<file path="config.mk">
export PLATFORM = sky130hd
export DESIGN_NAME = fetch_stage
export DESIGN_NICKNAME = d
export VERILOG_FILES = /design/src/rtl/mips_pkg.sv /design/src/rtl/if_id_reg.sv /design/src/rtl/fetch_stage.sv
export SDC_FILE = /design/constraint.sdc
export NUM_CORES = 1
export LEC_CHECK = 0
export ABC_AREA = 1
export CORE_ASPECT_RATIO = 0.75
export CORE_MARGIN = 2
export CORE_UTILIZATION = 42
export CTS_BUF_LIST = sky130_fd_sc_hd__clkbuf_4
export DETAILED_ROUTE_END_ITERATION = 6
export PLACE_DENSITY = 0.8
export REMOVE_ABC_BUFFERS = 1
export SLEW_MARGIN = 20
export SYNTH_ARGS = -nofsm -noshare
export SYNTH_HDL_FRONTEND = slang
export SYNTH_SLANG_ARGS = --single-unit
</file>
<file path="constraint.sdc">
create_clock -name clock -period 1.6 [get_ports clock]
set_input_delay 0.16 -clock clock [delete_from_list [all_inputs] [get_ports clock]]
set_output_delay 0.16 -clock clock [all_outputs]
set_load 0.1 [all_outputs]
</file>
<file path="src/rtl/mips_pkg.sv">
// Shared MIPS pipeline definitions: fetch defaults, fetch state, opcode/funct constants.
package mips_pkg;

  localparam int unsigned XLEN = 32;

  localparam logic [XLEN-1:0] RESET_PC_DEFAULT     = 32'h0000_0000;
  localparam logic [XLEN-1:0] HALT_WORD_DEFAULT    = 32'hFFFF_FFFF;
  localparam int unsigned     DRAIN_CYCLES_DEFAULT = 4;

  typedef enum logic [1:0] {
    ST_RUN   = 2'd0,
    ST_DRAIN = 2'd1,
    ST_DONE  = 2'd2
  } fetch_state_e;

  localparam logic [5:0] OP_SPECIAL = 6'h00;
  localparam logic [5:0] OP_J       = 6'h02;
  localparam logic [5:0] OP_JAL     = 6'h03;
  localparam logic [5:0] OP_BEQ     = 6'h04;
  localparam logic [5:0] OP_BNE     = 6'h05;
  localparam logic [5:0] FUNCT_JR   = 6'h08;

  // True for j, jal and jr: the instructions the ID stage redirects on.
  function automatic logic is_jump(input logic [XLEN-1:0] instr);
    return (instr[31:26] == OP_J) || (instr[31:26] == OP_JAL) ||
           ((instr[31:26] == OP_SPECIAL) && (instr[5:0] == FUNCT_JR));
  endfunction

  // True for the conditional branches resolved in EX.
  function automatic logic is_branch(input logic [XLEN-1:0] instr);
    return (instr[31:26] == OP_BEQ) || (instr[31:26] == OP_BNE);
  endfunction

endpackage

</file>
<file path="src/rtl/if_id_reg.sv">
// IF/ID pipeline latch: instruction, PC+4 and valid, with hold and flush.
module if_id_reg
  import mips_pkg::*;
(
  input  logic            clock,
  input  logic            reset,
  input  logic            i_hold,
  input  logic            i_flush,
  input  logic [XLEN-1:0] i_instr,
  input  logic [XLEN-1:0] i_pc_plus4,
  output logic [XLEN-1:0] o_instr,
  output logic [XLEN-1:0] o_pc_plus4,
  output logic            o_valid
);

  logic [XLEN-1:0] r_instr;
  logic [XLEN-1:0] r_pc_plus4;
  logic            r_valid;

  // Flush (bubble) wins over hold; otherwise load a real instruction.
  always_ff @(posedge clock) begin
    if (reset || i_flush) begin
      r_instr    <= '0;
      r_pc_plus4 <= '0;
      r_valid    <= 1'b0;
    end else if (!i_hold) begin
      r_instr    <= i_instr;
      r_pc_plus4 <= i_pc_plus4;
      r_valid    <= 1'b1;
    end
  end

  assign o_instr    = r_instr;
  assign o_pc_plus4 = r_pc_plus4;
  assign o_valid    = r_valid;

endmodule

</file>
<file path="src/rtl/fetch_stage.sv">
// IF stage: PC register, redirect mux, stall handling and halt/drain FSM.
module fetch_stage
  import mips_pkg::*;
#(
  parameter logic [31:0] RESET_PC     = RESET_PC_DEFAULT,
  parameter logic [31:0] HALT_WORD    = HALT_WORD_DEFAULT,
  parameter int unsigned DRAIN_CYCLES = DRAIN_CYCLES_DEFAULT
) (
  input  logic        clock,
  input  logic        reset,
  input  logic        stall,
  output logic [31:0] imem_addr,
  input  logic [31:0] imem_data,
  input  logic        id_jump,
  input  logic        id_jr,
  input  logic [25:0] id_target,
  input  logic [31:0] id_jr_addr,
  input  logic        ex_branch_taken,
  input  logic [31:0] ex_branch_target,
  output logic [31:0] if_id_instr,
  output logic [31:0] if_id_pc_plus4,
  output logic        if_id_valid,
  output logic        control_mux,
  output logic        halted,
  output logic        done
);

  localparam int unsigned CNT_W = $clog2(DRAIN_CYCLES + 1);

  fetch_state_e     r_state;
  fetch_state_e     w_state_nxt;
  logic [31:0]      r_pc;
  logic [31:0]      w_pc_nxt;
  logic [31:0]      w_pc_plus4;
  logic [31:0]      w_jump_addr;
  logic [CNT_W-1:0] r_cnt;
  logic [CNT_W-1:0] w_cnt_nxt;
  logic             w_hold;
  logic             w_flush;

  assign w_pc_plus4  = r_pc + 32'd4;
  assign w_jump_addr = {if_id_pc_plus4[31:28], id_target, 2'b00};

  // Next-state, next-PC and IF/ID control; the default is to hold everything.
  always_comb begin
    w_state_nxt = r_state;
    w_pc_nxt    = r_pc;
    w_cnt_nxt   = r_cnt;
    w_hold      = 1'b1;
    w_flush     = 1'b0;
    case (r_state)
      ST_RUN: begin
        if (ex_branch_taken) begin
          w_pc_nxt = ex_branch_target;
          w_flush  = 1'b1;
        end else if (stall) begin
          w_hold = 1'b1;
        end else if (id_jump && if_id_valid) begin
          w_pc_nxt = id_jr ? id_jr_addr : w_jump_addr;
          w_flush  = 1'b1;
        end else if (imem_data == HALT_WORD) begin
          // Halt word is never latched; PC stays on it while the pipe drains.
          w_state_nxt = ST_DRAIN;
          w_cnt_nxt   = '0;
          w_flush     = 1'b1;
        end else begin
          w_pc_nxt = w_pc_plus4;
          w_hold   = 1'b0;
        end
      end
      ST_DRAIN: begin
        w_flush = 1'b1;
        if (ex_branch_taken) begin
          // Halt was fetched on a wrong path: resume at the branch target.
          w_state_nxt = ST_RUN;
          w_pc_nxt    = ex_branch_target;
          w_cnt_nxt   = '0;
        end else begin
          w_cnt_nxt = r_cnt + CNT_W'(1);
          if (r_cnt == CNT_W'(DRAIN_CYCLES - 1)) begin
            w_state_nxt = ST_DONE;
          end
        end
      end
      ST_DONE: begin
        w_hold = 1'b1;
      end
      default: begin
        w_state_nxt = ST_RUN;
      end
    endcase
  end

  // State, PC and drain counter registers.
  always_ff @(posedge clock) begin
    if (reset) begin
      r_state <= ST_RUN;
      r_pc    <= RESET_PC;
      r_cnt   <= '0;
    end else begin
      r_state <= w_state_nxt;
      r_pc    <= w_pc_nxt;
      r_cnt   <= w_cnt_nxt;
    end
  end

  if_id_reg u_if_id_reg (
    .clock      (clock),
    .reset      (reset),
    .i_hold     (w_hold),
    .i_flush    (w_flush),
    .i_instr    (imem_data),
    .i_pc_plus4 (w_pc_plus4),
    .o_instr    (if_id_instr),
    .o_pc_plus4 (if_id_pc_plus4),
    .o_valid    (if_id_valid)
  );

  assign imem_addr   = r_pc;
  assign control_mux = if_id_valid & ~ex_branch_taken;
  assign halted      = (r_state != ST_RUN);
  assign done        = (r_state == ST_DONE);

endmodule
</file>
== Yosys cells after proc, flatten, opt, wreduce, memory -nomap -nowiden ==
Cells that the tools add are included.

* Reduce and logical (&&, ||, !) cells: 8
* Bitwise logic cells: 3
* Mux-type cells: 28
* $add $sub $neg: 2
* Equality and inequality tests: 12

{| class="wikitable"
|+ Operator list
! kind !! number
|-
| $mux 32 || 6
|-
| $pmux 32 s2 || 1
|-
| $add 32x3->32 const B || 1
|-
| $eq 32x32->1 const B || 1
|-
| $mux 3 || 5
|-
| $mux 2 || 6
|-
| $ne 2x2->1 const B || 5
|-
| $mux 1 || 7
|-
| $ne 3x3->1 const B || 2
|-
| $pmux 2 s3 || 1
|-
| $pmux 3 s2 || 1
|-
| $reduce_and 6->1 || 1
|-
| $reduce_and 5->1 || 1
|-
| $ne 4x4->1 const B || 1
|-
| $reduce_and 4->1 || 1
|-
| $reduce_bool 2->1 || 2
|-
| $add 3x1->3 const B || 1
|-
| $eq 3x2->1 const B || 1
|-
| $eq 2x1->1 const B || 1
|-
| $eq 2x2->1 const B || 1
|-
| $logic_not 2->1 || 1
|-
| $not 1->1 || 2
|-
| $pmux 1 s2 || 1
|-
| $and 1x1->1 || 1
|-
| 2 further kinds || 2
|}

* Output and inout bits: 100
* Flip-flop bits (word level): 102
* Input port bits: 128
* Word-level logic and storage cells: 59

== Depth between registers and ports, before layout ==
* Depth in word-level cells: 7
* Gate-level depth with buffers: 12
* Gate-level depth less buffers: 12

== Modules after synthesis ==
A second synthesis with hierarchy kept.

* Cell total of the unflattened synthesis: 1,175
* Area, all modules: 6,507.5 um^2

{| class="wikitable"
|+ Modules (own cells, without submodules)
! module !! seq. area each (um^2) !! cells each !! instances !! area each (um^2)
|-
| fetch_stage || 740.7 || 766 || 1 || 3,848.7
|-
| if_id_reg || 1,301.2 || 409 || 1 || 2,658.8
|}

== Worst setup path after synthesis ==
No wires, ideal clock.

* Path type: flip-flop to output port
* Start point: register u_if_id_reg.r_valid (netlist: u_if_id_reg.o_valid)
* End point: output port control_mux
* Slack: -0.941 ns
* Required time: 1.440 ns
* Arrival: 2.381 ns
* Cell stages (with the launch flop): 3
* Buffers on the path: 0
* Cells stage by stage: dfxtp_1 -> inv_1 -> nor2_1

* Cells in the longest elaborated chain, start to end: 1

{| class="wikitable"
|+ RTL lines
! element !! RTL line !! source
|-
| from (decl) || if_id_reg.sv:18 || <nowiki>logic r_valid;</nowiki>
|-
| from (signal assigned) || if_id_reg.sv:25 || <nowiki>r_valid <= 1'b0;</nowiki>
|-
| from (signal assigned) || if_id_reg.sv:29 || <nowiki>r_valid <= 1'b1;</nowiki>
|-
| $and 1x1->1 || fetch_stage.sv:120 || <nowiki>assign control_mux = if_id_valid & ~ex_branch_taken;</nowiki>
|-
| to (decl) || fetch_stage.sv:23 || <nowiki>output logic control_mux,</nowiki>
|}

Every way passes these cells.

== Worst setup path in the final report ==
* Start point: register r_pc[3] (netlist: imem_addr[3])
* End point: register r_pc[16] (netlist: imem_addr[16])

* Cells in the longest elaborated chain, start to end: 6

{| class="wikitable"
|+ RTL lines
! element !! RTL line !! source
|-
| from (decl) || fetch_stage.sv:32 || <nowiki>logic [31:0] r_pc;</nowiki>
|-
| from (signal assigned) || fetch_stage.sv:102 || <nowiki>r_pc <= w_pc_nxt;</nowiki>
|-
| $add 32x3->32 || fetch_stage.sv:41 || <nowiki>assign w_pc_plus4 = r_pc + 32'd4;</nowiki>
|-
| $mux 32 || fetch_stage.sv:61 || <nowiki>end else if (imem_data == HALT_WORD) begin</nowiki>
|-
| $mux 32 || fetch_stage.sv:58 || <nowiki>end else if (id_jump && if_id_valid) begin</nowiki>
|-
| $mux 32 || fetch_stage.sv:56 || <nowiki>end else if (stall) begin</nowiki>
|-
| $mux 32 || fetch_stage.sv:53 || <nowiki>if (ex_branch_taken) begin</nowiki>
|-
| $pmux 32 s2 || fetch_stage.sv:51 || <nowiki>case (r_state)</nowiki>
|}

Every way passes these cells. The select of a mux whose other input is x is not followed.
A chain may end at the register's enable or synchronous reset.

==> impl_results.md <==
* Max frequency at 530 MHz
* Required time worst endpoint at 2.00 ns
* Psw at 2.77 mW
* Floorplan core area at 0.0144 sq mm
* RSZ-0062 raised after global routing: true
* Setup Slack @ Placement at -0.419 ns
* Final net count at 1514
* Multi-input logic area at 0.00418 sq mm
* Vias in the first global route at 7712
* Clk_lat worst skew at 0.49 ns
* Final wirelength at 30.4 mm
* Syn-to-layout area delta at 95.0%
* Sequential area share after synthesis at 0.333
* Syn. warnings at 0
* Syn_area_per_cell at 5.93 sq um
* Hold Path Depth at 3
* Total grt overflow at 0
* Initial core utilization at 0.427
* Synth Cell Area at 0.00612 sq mm
* Top-area cell type share of the netlist area at 0.333
* Comb pwr share at 0.414
* EDFF count, synth at 0
* Total track usage at 0.308
* Top post-synthesis cells by area: dfxtp_1 33%, nand2_1 23%, nor2_1 8.1%, nand4_1 6.2%, a21oi_1 6.0%
* Critical Path Source Type: flop
* Yosys reg bits at 102
* Via Count at 8932
* Most frequent cell after synthesis: nand2_1
* Routed vias/inst at 5.63
* Share of power burned in registers at 0.394
* Sw Ratio at 0.396
* Run status: finished with violations
* Synth cell count leaders: 383 x nand2_1, 132 x nor2_1, 102 x dfxtp_1
* Register Area at 0.00208 sq mm
* Power Total at 7.01 mW
* Area leader, netlist: dfxtp_1
* Layout cells sized above 1 at 0.335
* Ys flop type: dfxtp_1
* CTS buffer count at 9
* Clock power share at 0.192
* Worst Max-Slew Pin Slew at 0.435 ns
* # DRC at 0
* Setup CP Type: reg -> reg
* CTS H-tree depth at 3
* Power density cells at 587 mW/mm^2
* FP Rows at 38
* Clock root cell: clkbuf_4
* Worst vdd ir at 0.421 mV
* Die Span X at 143 um
* DRT Pass-1 Iters at 6
* Hold Violations, Final at 0
* Drt initial violations at 1080
* Ports at 228
* ANT nets after route at 0
* Wire per inst at 19.2 um
* Worst slew margin at 0.710
* Min-Delay Path Class: in -> reg
* Yosys cell types at 28
* Routability cong. at 0.926
* Critical Path End Type: flop
* Violated checks: setup timing
* Fillers at 839
* First-pass GRT wire length at 38.0 mm
* Die Ht at 109 um
* Reg clk slew, reported paths at 0.17 ns
* Die area at 0.0156 sq mm
* Final Max Slew Viols at 0
* Critical path peak fanout at 3
* Final setup viols at 46
* Final period util at 1.18
* Setup Skew at 0.0172 ns
* Max_cap viols at 0
* Final HPWL DP at 18.8 mm
* N_diodes at 0
* Minimum hold slack at 0.0201 ns
* Final TNS setup at -2.61 ns
* Final Critical Period at 1.89 ns
* Worst R2R Path Depth at 11
* Largest net degree at the start of global routing at 40
* Clock sinks at 102
* P_leak at 5.10 nW
* Initial antenna violation count at 0
* Asr flop ratio synth at 0
* Post-Synthesis Cells at 1032
* P_int at 4.23 mW
* Final worst slack at -0.287 ns
* Worst EP arrival at 2.29 ns
* CTS tree: yes
* # port buffers at 227
* Clock buffer depth at 2
==> per-stage QoR <==
| stage | instances | utilization | instance area [sq um] |
|---|---|---|---|
| after floorplan | 969 | - | 5850 |
| after global placement | 1540 | 0.740 | 10600 |
| after detailed placement | 1540 | 0.740 | 10600 |
| after CTS | 1556 | 0.759 | 10900 |
| after global routing | 1587 | 0.832 | 11900 |
| final | 1587 | 0.832 | 11900 |
==> layout by cell type (no fill, tap or decap), drive strengths merged <==
cell           synthesis  routed
clkinvlp               0       1
or2                    1       1
nor2                 133     133
a211oi                 2       2
a21oi                 74      74
o211a                  1       1
nor3                   3       3
xor2                   4       4
clkinv                 0       2
buf                   28     267
dlymetal6s2s           0       1
o21ai                 21      21
ha                     3       3
nand4                 61      61
clkdlybuf4s50          0     126
nor2b                  2       2
clkbuf                35      17
dfxtp                102     102
a21o                  19      19
o21bai                 1       1
nand3                 74      75
xnor2                  1       1
nand2                385     385
inv                   77      80
and2                   1       1
a31oi                  4       4
==> area by class of cell <==
cell class | instances | area share
clock buffers | 9 | 0.00566
well taps | 200 | 0.0210
multi-input cells | 791 | 0.350
flip-flops and latches | 102 | 0.174
inverters | 77 | 0.0250
clock inverters | 6 | 0.00472
repair buffers | 402 | 0.420
==> final timing paths <==
| check | start | to | slack (ns) |
|---|---|---|---|
| worst min-delay path | imem_data[4] | u_if_id_reg.o_instr[4] | 0.02 |
| worst max-delay path | imem_addr[3] | imem_addr[16] | -0.29 |
| worst min register to register | r_cnt[0] | r_cnt[0] | 0.51 |
| worst max register to register | imem_addr[3] | imem_addr[16] | -0.29 |
==> state kept, by name, indices dropped and copies added, names as in the netlist <==
register and cells:
u_if_id_reg.o_pc_plus4 32, u_if_id_reg.o_valid 1, r_state 2, r_cnt 3, u_if_id_reg.o_instr 32, imem_addr 32
==> critical path, stage by stage (launching register included) <==
cell     delay, ns
dfxtp_4       0.41
ha_4          0.16
nand2_4       0.08
buf_6         0.13
nor2_4        0.13
nand2_2       0.09
o21ai_0       0.30
nand3_1       0.15
nand2_1       0.13
nand2_1       0.09
nor2_1        0.10
nor2_1        0.06
==> kinds of logic after synthesis <==
kind of cell / share of synthesized area
adders and majority gates: 0.00613
DFF: 0.333
AOI/OAI and AO/OA: 0.110
and+or+nand+nor: 0.451
buffers and inverters: 0.0923
xor gates and xnor gates: 0.00715
==> timing repair <==
action / CTS / global route
setup buffers: 1 / 17
pin swaps: 11 / 56
endpoints found under the setup margin: 44 / 100
resized for setup: 48 / 206
cloned: 0 / 15
hold buffers: 0 / 0
==> power by group through the flow <==
stage          logic, mW  registers, mW  clock network, mW
2_1_floorplan      0.552           3.48                  0
3_3_place_gp        2.51           2.79                  0
3_5_place_dp        2.54           2.79                  0
4_1_cts             2.58           2.74               1.33
5_1_grt             3.02           2.77               1.43
6_report            2.90           2.76               1.35
==> layer usage <==
metal | GRT usage | share of wire
met5 | 0 | 0
met4 | 0.0952 | 0.052
met3 | 0.0571 | 0.11
met2 | 0.487 | 0.45
met1 | 0.427 | 0.39
Power figures use the tool's default switching activity.
